==> src/rtl/seg7_scan_driver_pkg.sv <==
// Shared 7-segment definitions: bit order, segment codes for hex digits, polarity helper.
package seg7_scan_driver_pkg;

  localparam int SEG_A_BIT  = 0;
  localparam int SEG_B_BIT  = 1;
  localparam int SEG_C_BIT  = 2;
  localparam int SEG_D_BIT  = 3;
  localparam int SEG_E_BIT  = 4;
  localparam int SEG_F_BIT  = 5;
  localparam int SEG_G_BIT  = 6;
  localparam int SEG_DP_BIT = 7;

  // Segment codes, bit 6 = g down to bit 0 = a
  localparam logic [6:0] SEG_0   = 7'h3F;
  localparam logic [6:0] SEG_1   = 7'h06;
  localparam logic [6:0] SEG_2   = 7'h5B;
  localparam logic [6:0] SEG_3   = 7'h4F;
  localparam logic [6:0] SEG_4   = 7'h66;
  localparam logic [6:0] SEG_5   = 7'h6D;
  localparam logic [6:0] SEG_6   = 7'h7D;
  localparam logic [6:0] SEG_7   = 7'h07;
  localparam logic [6:0] SEG_8   = 7'h7F;
  localparam logic [6:0] SEG_9   = 7'h6F;
  localparam logic [6:0] SEG_A   = 7'h77;
  localparam logic [6:0] SEG_B   = 7'h7C;
  localparam logic [6:0] SEG_C   = 7'h39;
  localparam logic [6:0] SEG_D   = 7'h5E;
  localparam logic [6:0] SEG_E   = 7'h79;
  localparam logic [6:0] SEG_F   = 7'h71;
  localparam logic [6:0] SEG_OFF = 7'h00;

  function automatic logic [7:0] seg_polarity(input logic [7:0] v, input bit active_high);
    return active_high ? v : ~v;
  endfunction

endpackage

==> src/rtl/seg7_scan_driver_decode.sv <==
// Combinational hex nibble to 7-segment decoder (active-high, g..a), shared by display blocks.
module seg7_decode
  import seg7_scan_driver_pkg::*;
(
  input  logic [3:0] nibble,
  output logic [6:0] seg
);

  always_comb begin
    seg = SEG_OFF;
    case (nibble)
      4'h0: seg = SEG_0;
      4'h1: seg = SEG_1;
      4'h2: seg = SEG_2;
      4'h3: seg = SEG_3;
      4'h4: seg = SEG_4;
      4'h5: seg = SEG_5;
      4'h6: seg = SEG_6;
      4'h7: seg = SEG_7;
      4'h8: seg = SEG_8;
      4'h9: seg = SEG_9;
      4'hA: seg = SEG_A;
      4'hB: seg = SEG_B;
      4'hC: seg = SEG_C;
      4'hD: seg = SEG_D;
      4'hE: seg = SEG_E;
      4'hF: seg = SEG_F;
      default: seg = SEG_OFF;
    endcase
  end

endmodule

==> src/rtl/seg7_scan_driver.sv <==
// Multiplexed 7-segment scan driver: per-digit time slots with leading blank interval,
// frame-coherent input snapshot, leading-zero blanking and registered, polarity-adjusted outputs.
module seg7_scan_driver
  import seg7_scan_driver_pkg::*;
#(
  parameter int NUM_DIGITS      = 4,
  parameter int SCAN_DIV        = 100000,
  parameter int BLANK_CYCLES    = 1000,
  parameter int SEG_ACTIVE_HIGH = 1,
  parameter int AN_ACTIVE_HIGH  = 1
) (
  input  logic                    clk,
  input  logic                    rst,
  input  logic [4*NUM_DIGITS-1:0] digits_in,
  input  logic [NUM_DIGITS-1:0]   dp_in,
  input  logic [NUM_DIGITS-1:0]   digit_en,
  input  logic                    lz_blank,
  output logic [7:0]              seg_out,
  output logic [NUM_DIGITS-1:0]   an_out,
  output logic                    frame_tick
);

  localparam int CNT_W = (SCAN_DIV > 1) ? $clog2(SCAN_DIV) : 1;
  localparam int IDX_W = (NUM_DIGITS > 1) ? $clog2(NUM_DIGITS) : 1;

  localparam logic [CNT_W-1:0] CNT_LAST  = CNT_W'(SCAN_DIV - 1);
  localparam logic [CNT_W-1:0] CNT_BLANK = CNT_W'(BLANK_CYCLES);
  localparam logic [IDX_W-1:0] IDX_LAST  = IDX_W'(NUM_DIGITS - 1);

  localparam logic [7:0] SEG_INACTIVE = (SEG_ACTIVE_HIGH != 0) ? 8'h00 : 8'hFF;
  localparam logic [NUM_DIGITS-1:0] AN_INACTIVE = (AN_ACTIVE_HIGH != 0) ? '0 : '1;

  logic [CNT_W-1:0]        cnt_q, cnt_d;
  logic [IDX_W-1:0]        idx_q, idx_d;
  logic [4*NUM_DIGITS-1:0] dig_q, dig_d;
  logic [NUM_DIGITS-1:0]   dp_q, dp_d;
  logic [NUM_DIGITS-1:0]   en_q, en_d;
  logic                    lz_q, lz_d;
  logic [7:0]              seg_q, seg_d;
  logic [NUM_DIGITS-1:0]   an_q, an_d;
  logic                    tick_q, tick_d;

  logic                  frame_end;
  logic [3:0]            nib_sel;
  logic                  dp_sel, en_sel, sup_sel, show;
  logic [NUM_DIGITS-1:0] lz_sup;
  logic                  zero_run;
  logic [6:0]            seg_dec;
  logic [7:0]            seg_raw;
  logic [NUM_DIGITS-1:0] an_raw;

  seg7_decode u_decode (
    .nibble (nib_sel),
    .seg    (seg_dec)
  );

  always_comb begin
    frame_end = (cnt_q == CNT_LAST) && (idx_q == IDX_LAST);
    cnt_d     = cnt_q + CNT_W'(1);
    idx_d     = idx_q;
    if (cnt_q == CNT_LAST) begin
      cnt_d = '0;
      idx_d = (idx_q == IDX_LAST) ? '0 : idx_q + IDX_W'(1);
    end
    tick_d = (cnt_d == CNT_LAST) && (idx_d == IDX_LAST);

    // Inputs are captured only at the frame boundary so a whole frame shows one coherent value
    dig_d = dig_q;
    dp_d  = dp_q;
    en_d  = en_q;
    lz_d  = lz_q;
    if (frame_end) begin
      dig_d = digits_in;
      dp_d  = dp_in;
      en_d  = digit_en;
      lz_d  = lz_blank;
    end
  end

  always_comb begin
    // Walk down from the most significant digit; digit 0 is never part of the zero run
    zero_run = 1'b1;
    lz_sup   = '0;
    for (int i = NUM_DIGITS - 1; i >= 1; i--) begin
      zero_run  = zero_run & (dig_q[4*i +: 4] == 4'h0);
      lz_sup[i] = lz_q & zero_run;
    end

    nib_sel = 4'h0;
    dp_sel  = 1'b0;
    en_sel  = 1'b0;
    sup_sel = 1'b0;
    for (int i = 0; i < NUM_DIGITS; i++) begin
      if (idx_q == IDX_W'(i)) begin
        nib_sel = dig_q[4*i +: 4];
        dp_sel  = dp_q[i];
        en_sel  = en_q[i];
        sup_sel = lz_sup[i];
      end
    end

    show    = (cnt_q >= CNT_BLANK) && en_sel && !sup_sel;
    seg_raw = show ? {dp_sel, seg_dec} : 8'h00;
    an_raw  = show ? (NUM_DIGITS'(1) << idx_q) : '0;
    seg_d   = seg_polarity(seg_raw, SEG_ACTIVE_HIGH != 0);
    an_d    = (AN_ACTIVE_HIGH != 0) ? an_raw : ~an_raw;
  end

  always_ff @(posedge clk) begin
    if (rst) begin
      cnt_q  <= '0;
      idx_q  <= '0;
      tick_q <= 1'b0;
      seg_q  <= SEG_INACTIVE;
      an_q   <= AN_INACTIVE;
      dig_q  <= '0;
      dp_q   <= '0;
      en_q   <= '0;
      lz_q   <= 1'b0;
    end else begin
      cnt_q  <= cnt_d;
      idx_q  <= idx_d;
      tick_q <= tick_d;
      seg_q  <= seg_d;
      an_q   <= an_d;
      dig_q  <= dig_d;
      dp_q   <= dp_d;
      en_q   <= en_d;
      lz_q   <= lz_d;
    end
  end

  assign seg_out    = seg_q;
  assign an_out     = an_q;
  assign frame_tick = tick_q;

endmodule
==> config.mk <==
export PLATFORM = sky130hd
export DESIGN_NAME = seg7_scan_driver
export DESIGN_NICKNAME = d
export VERILOG_FILES = /design/src/rtl/seg7_scan_driver_pkg.sv /design/src/rtl/seg7_scan_driver_decode.sv /design/src/rtl/seg7_scan_driver.sv
export SDC_FILE = /design/constraint.sdc
export NUM_CORES = 1
export LEC_CHECK = 0
export CORE_UTILIZATION = 55
export DETAILED_ROUTE_END_ITERATION = 6
export PLACE_DENSITY = 0.84
export SLEW_MARGIN = 20
export SYNTH_ARGS = -nofsm -noshare
export SYNTH_HDL_FRONTEND = slang
export SYNTH_SLANG_ARGS = --single-unit
==> constraint.sdc <==
create_clock -name clk -period 2.6 [get_ports clk]
set_input_delay 0.39 -clock clk [delete_from_list [all_inputs] [get_ports clk]]
set_output_delay 0.39 -clock clk [all_outputs]
set_load 0.03 [all_outputs]
==> impl_metrics.ini, run 1 <==
[run_status]
outcome = completed

[grt]
grt.met3_usage_pct = 9.64
antenna_found_initial = 0
grtUsageMet2_pct = 41.0
grt_max_degree = 32
grt_first_pass_wirelength_mm = 10.4
overflow = 0
track_usage_pct = 24.8
grt_busiest_layer = met2
grt_pass1_vias = 2294
grt_use_met1_pct = 28.8

[power_and_ir_drop]
finalPower_mw = 1.67
p_leak_nw = 1.23
peakVddDrop_mv = 0.310
power.density_nw_per_um2 = 469

[yosys]
ys_ff_latch = 57
yosysSeqAreaShare_pct = 38.6
synthTopCellsByArea = dfxtp_1, nand2_1, a21oi_2
synth_top_area_cell = dfxtp_1
syn_inst = 338
synth_top_area_share_pct = 38.6
syn_area_per_cell_um2 = 8.74
netlist_area_um2 = 2950
async_flop_share_pct = 0
ys_types = 52
synth_warnings = 0
synthFlopType = dfxtp_1
synth_fp_nets = 378
synth.most_common_cell = dfxtp_1
synth_edf_count = 0
synth_common_cells = dfxtp_1, nand2_1, nor2_1, a21oi_2, nand2_2

[route]
wl_per_cell_um = 14.0
first_iter_violations = 180
drt-vias-per-instance = 5.54
drt-total-wl_mm = 6.32
drt_first_pass_iters = 4
ant_nets = 0
vias = 2506
drcViolationCount = 0

[sta]
worst_slack_ns = 0.187
worstMarginPinSlew_ns = 0.567
finalHoldViolCount = 0
clock_skew_ns = 0.00525
finalCritPeriodShare_pct = 92.8
fmax_mhz = 414
tns_ns = 0
slew_headroom_pct = 61.9
drv_slew = 0
hold_ws_ns = 0.468
setup_viol = 0
rsz0062_at_grt = false
fin_crit_ns = 2.41

[worst_hold_path]
hold_class = reg -> reg

[worst_setup_path]
worstSetupStartpointType = flip-flop
cp.required_ns = 2.84
crit_type = reg -> reg
critPathCaptureType = flip-flop
cp.arrival_ns = 2.65
worstPathMaxFanout = 13

[cts]
post_cts_resized = 0
postCtsHoldBufs = 0
cts_root_buf = clkbuf_8
cts_max_path_buffers = 2
cts_tree = done
cts_made_buffers = 9
cts_setup_buffers = 0
cts.clk_slew.worst_paths_ns = 0.06
clkSinkCount = 57
clock_latency_ns = 0.34
htree_levels = 3

[floorplan]
die_height_um = 75.3
dieArea_um2 = 5670
die_x_um = 75.3
initial_utilization_pct = 57.5
fp-row-count = 26
pin_count = 40
core_um2 = 5140

[placement]
dp_cells = 438
gp_congestion = 0.869
pre_cts_slack_ns = 0.0221
placed_area_um2 = 3390
port_buffers = 39
dp_hpwl_mm = 4.47

[layout]
nets = 419
num_antenna_cells = 0
drive_gt1_share_pct = 20.2
fin_area_um2 = 3570
final_cells = 452
synthToLayoutAreaGrowth_pct = 20.8
finalCoreUtilization_pct = 69.4

[job]
max_cap_violations = 0
==> where the power goes <==
part           switching [mW]  total [mW]  internal, mW
sequential            0.00542       0.883         0.877
combinational          0.0316      0.0765        0.0449
clock                   0.327       0.715         0.388
==> flip-flops by register name (all words and copies together) (netlist names), 2 cells and up <==
| name | count |
|---|---|
| dp_q | 4 |
| cnt_q | 17 |
| dig_q | 16 |
| idx_q | 2 |
| seg_out | 8 |
| an_out | 4 |
| en_q | 4 |
==> layout make-up <==
| class | count | area [um^2] |
|---|---|---|
| multi-input cells | 250 | 1650 |
| well taps | 70 | 87.6 |
| flip-flops and latches | 57 | 1140 |
| repair buffers | 49 | 478 |
| clock buffers | 14 | 163 |
| fillers | 437 | 1570 |
| inverters | 12 | 45.0 |
==> path summary, 6_finish.rpt <==
kind | startpoint | end | slack [ns] | cells past startpoint
worst max-delay path | idx_q[1] | seg_out[4] | 0.19 | 7
worst min-delay path | en_q[3] | en_q[3] | 0.47 | 2
worst max register to register | idx_q[1] | seg_out[4] | 0.19 | 7
worst min register to register | en_q[3] | en_q[3] | 0.47 | 2
==> kinds of logic after synthesis <==
group | count (synthesis) | share of synthesized area [%]
flip-flops | 57 | 38.6
XOR/XNOR | 17 | 5.04
multiplexers | 5 | 1.74
adder cells (fa/ha/maj) | 13 | 5.51
AND/OR/NAND/NOR | 156 | 28.0
buffers and inverters | 31 | 5.93
AO/OA/AOI/OAI | 59 | 15.2
==> layout by cell type, fill, tap and decap left out, types with 10 or more instances in the layout <==
cell             instances
nand2_2                 20
nor2_1                  29
ha_1                    12
inv_1                   12
a21oi_2                 20
nor3_1                  10
xnor2_1                 12
nand2_1                 49
a21oi_1                 11
clkbuf_8                11
dfxtp_1                 56
clkdlybuf4s50_1         39
==> routing by layer <==
layer  wire, um  part of all wire [%]  vias to the layer above
li1           -                     -                     1251
met1       2670                    42                     1146
met2       3120                    49                       87
met3        358                   5.7                       22
met4        174                   2.8                        0
met5          0                     0                        -
==> critical path, stage by stage, from the launching register on <==
cell	delay, ns
dfxtp_1	0.45
ha_1	0.37
buf_4	0.22
a211oi_1	0.06
a221oi_1	0.33
buf_4	0.26
mux2_2	0.35
a211oi_1	0.27
Note: power is estimated with default switching activity, not from simulation.
==> run 2, diff against run 1 <==
--- a/config.mk
+++ b/config.mk
@@ -5,6 +5,7 @@
 export SDC_FILE = /design/constraint.sdc
 export NUM_CORES = 1
 export LEC_CHECK = 0
+export CORE_MARGIN = 1.5
 export CORE_UTILIZATION = 55
 export DETAILED_ROUTE_END_ITERATION = 6
 export PLACE_DENSITY = 0.84
==> run 2 against run 1 <==
Compared with the run above: power is 0.72% higher; die area grew 2.7%; fmax decreased by 1.8%; worst hold slack lost 0.0037 ns; combinational power is 4.2% lower; critical endpoint is now frame_tick.
==> impl_metrics.ini, run 2 (synthesized netlist as in run 1, its figures left out) <==
[cts]
htree_levels = 3
cts.clk_slew.worst_paths_ns = 0.06
post_cts_resized = 0
cts_made_buffers = 9
cts_setup_buffers = 0
cts_tree = done
clkSinkCount = 57
postCtsHoldBufs = 0
cts_max_path_buffers = 2
cts_root_buf = clkbuf_8
clock_latency_ns = 0.34

[sta]
fmax_mhz = 407
rsz0062_at_grt = false
worst_slack_ns = 0.143
finalCritPeriodShare_pct = 94.5
clock_skew_ns = 0.00565
worstMarginPinSlew_ns = 0.661
drv_slew = 0
fin_crit_ns = 2.46
slew_headroom_pct = 55.5
finalHoldViolCount = 0
tns_ns = 0
setup_viol = 0

[floorplan]
die_height_um = 76.3
die_x_um = 76.3
core_um2 = 5140
fp-row-count = 26
initial_utilization_pct = 57.5
dieArea_um2 = 5820
pin_count = 40

[grt]
track_usage_pct = 23.0
antenna_found_initial = 0
grt_pass1_vias = 2368
grt_first_pass_wirelength_mm = 10.6
grt_max_degree = 32
overflow = 0

[placement]
gp_congestion = 0.880
dp_hpwl_mm = 4.51
pre_cts_slack_ns = 0.0210
port_buffers = 39

[route]
drt-total-wl_mm = 6.30
drt_first_pass_iters = 4
drcViolationCount = 0
vias = 2499
wl_per_cell_um = 14.0
ant_nets = 0
first_iter_violations = 176
drt-vias-per-instance = 5.55

[layout]
layout_commonest_cell = dfxtp_1
synthToLayoutAreaGrowth_pct = 20.8
regMostFlops = cnt_q
drive_gt1_share_pct = 20.5
final_cell_mix = dfxtp_1, nand2_1, clkdlybuf4s50_1, nor2_1
largest_reg_flops = 17
nets = 418
seqCellArea_um2 = 1140
finalCoreUtilization_pct = 69.4
fillers = 430
multi_input_comb_area_um2 = 1650
num_antenna_cells = 0

[worst_setup_path]
crit_type = reg -> reg
worstPathMaxFanout = 8
worstSetupStartpointType = flip-flop
cp.arrival_ns = 2.67
r2r_start = cnt_q[0]
cp.required_ns = 2.81
worstSetupStartpoint = cnt_q[0]
endpoint = frame_tick
rr_worst_depth = 7
r2r-end = frame_tick
worst-r2r-setup-slack_ns = 0.14
critPathCaptureType = flip-flop

[power_and_ir_drop]
p_leak_nw = 1.23
clkPwrFrac_pct = 43.2
p_comb_share_pct = 4.3
peakVddDrop_mv = 0.240
seq_power_share_pct = 52.5
power.density_nw_per_um2 = 473
switching_share_pct = 21.2
p_sw_mw = 0.357
p_int_mw = 1.33

[worst_hold_path]
hold_class = reg -> reg

[run_status]
outcome = completed

[job]
max_cap_violations = 0
-- run 2: how the worst min path moves through the flow --
stage	from	to	cells after the start	slack, ns
floorplan	en_q[0]	en_q[0]	2	0.43
CTS	dig_q[2]	dig_q[2]	2	0.46
global placement	en_q[1]	en_q[1]	2	0.45
global route	dp_q[3]	dp_q[3]	2	0.49
detailed placement	dig_q[2]	dig_q[2]	2	0.45
finish	dig_q[2]	dig_q[2]	2	0.46
-- run 2: through the flow --
step / total power, mW / instances / area, um^2 / hold WS, ns
after floorplan: 0.925 / 338 / 2950 / 0.426
after global placement: 0.974 / 437 / 3380 / 0.452
after detailed placement: 0.976 / 437 / 3380 / 0.455
after CTS: 1.69 / 450 / 3550 / 0.463
after global routing: 1.74 / 450 / 3570 / 0.487
final: 1.69 / 450 / 3570 / 0.464
-- run 2: worst max-delay path: stages, from the launching register on --
cell	delay [ns]
dfxtp_1	0.48
ha_2	0.29
nand4_1	0.15
buf_4	0.20
nor4_1	0.25
xnor2_1	0.20
or4b_1	0.47
nor4_1	0.29
-- run 2: cell type report --
class | instances | area share (%)
sequential | 57 | 32.0
clock buffer | 13 | 4.73
timing repair buffer | 48 | 13.2
inverter | 12 | 1.26
tap | 70 | 2.45
multi-input combinational | 250 | 46.4
-- run 2: per-layer routing --
metal	up-vias	part of all wire [%]	track usage (%)	wire length, um
met1	1166	44	26.9	2750
li1	1248	-	-	-
met3	17	4.7	4.91	298
met2	68	49	38.9	3100
met5	-	0	0	0
met4	0	2.5	13.1	156
-- run 2: power by group through the flow --
stage                     Combinational (mW)  Sequential (mW)  Clock, mW
after floorplan                       0.0235            0.901          0
final                                 0.0733            0.885      0.729
after CTS                             0.0727            0.884      0.734
after global routing                  0.0796            0.885      0.772
after global placement                0.0709            0.903          0
after detailed placement              0.0726            0.903          0
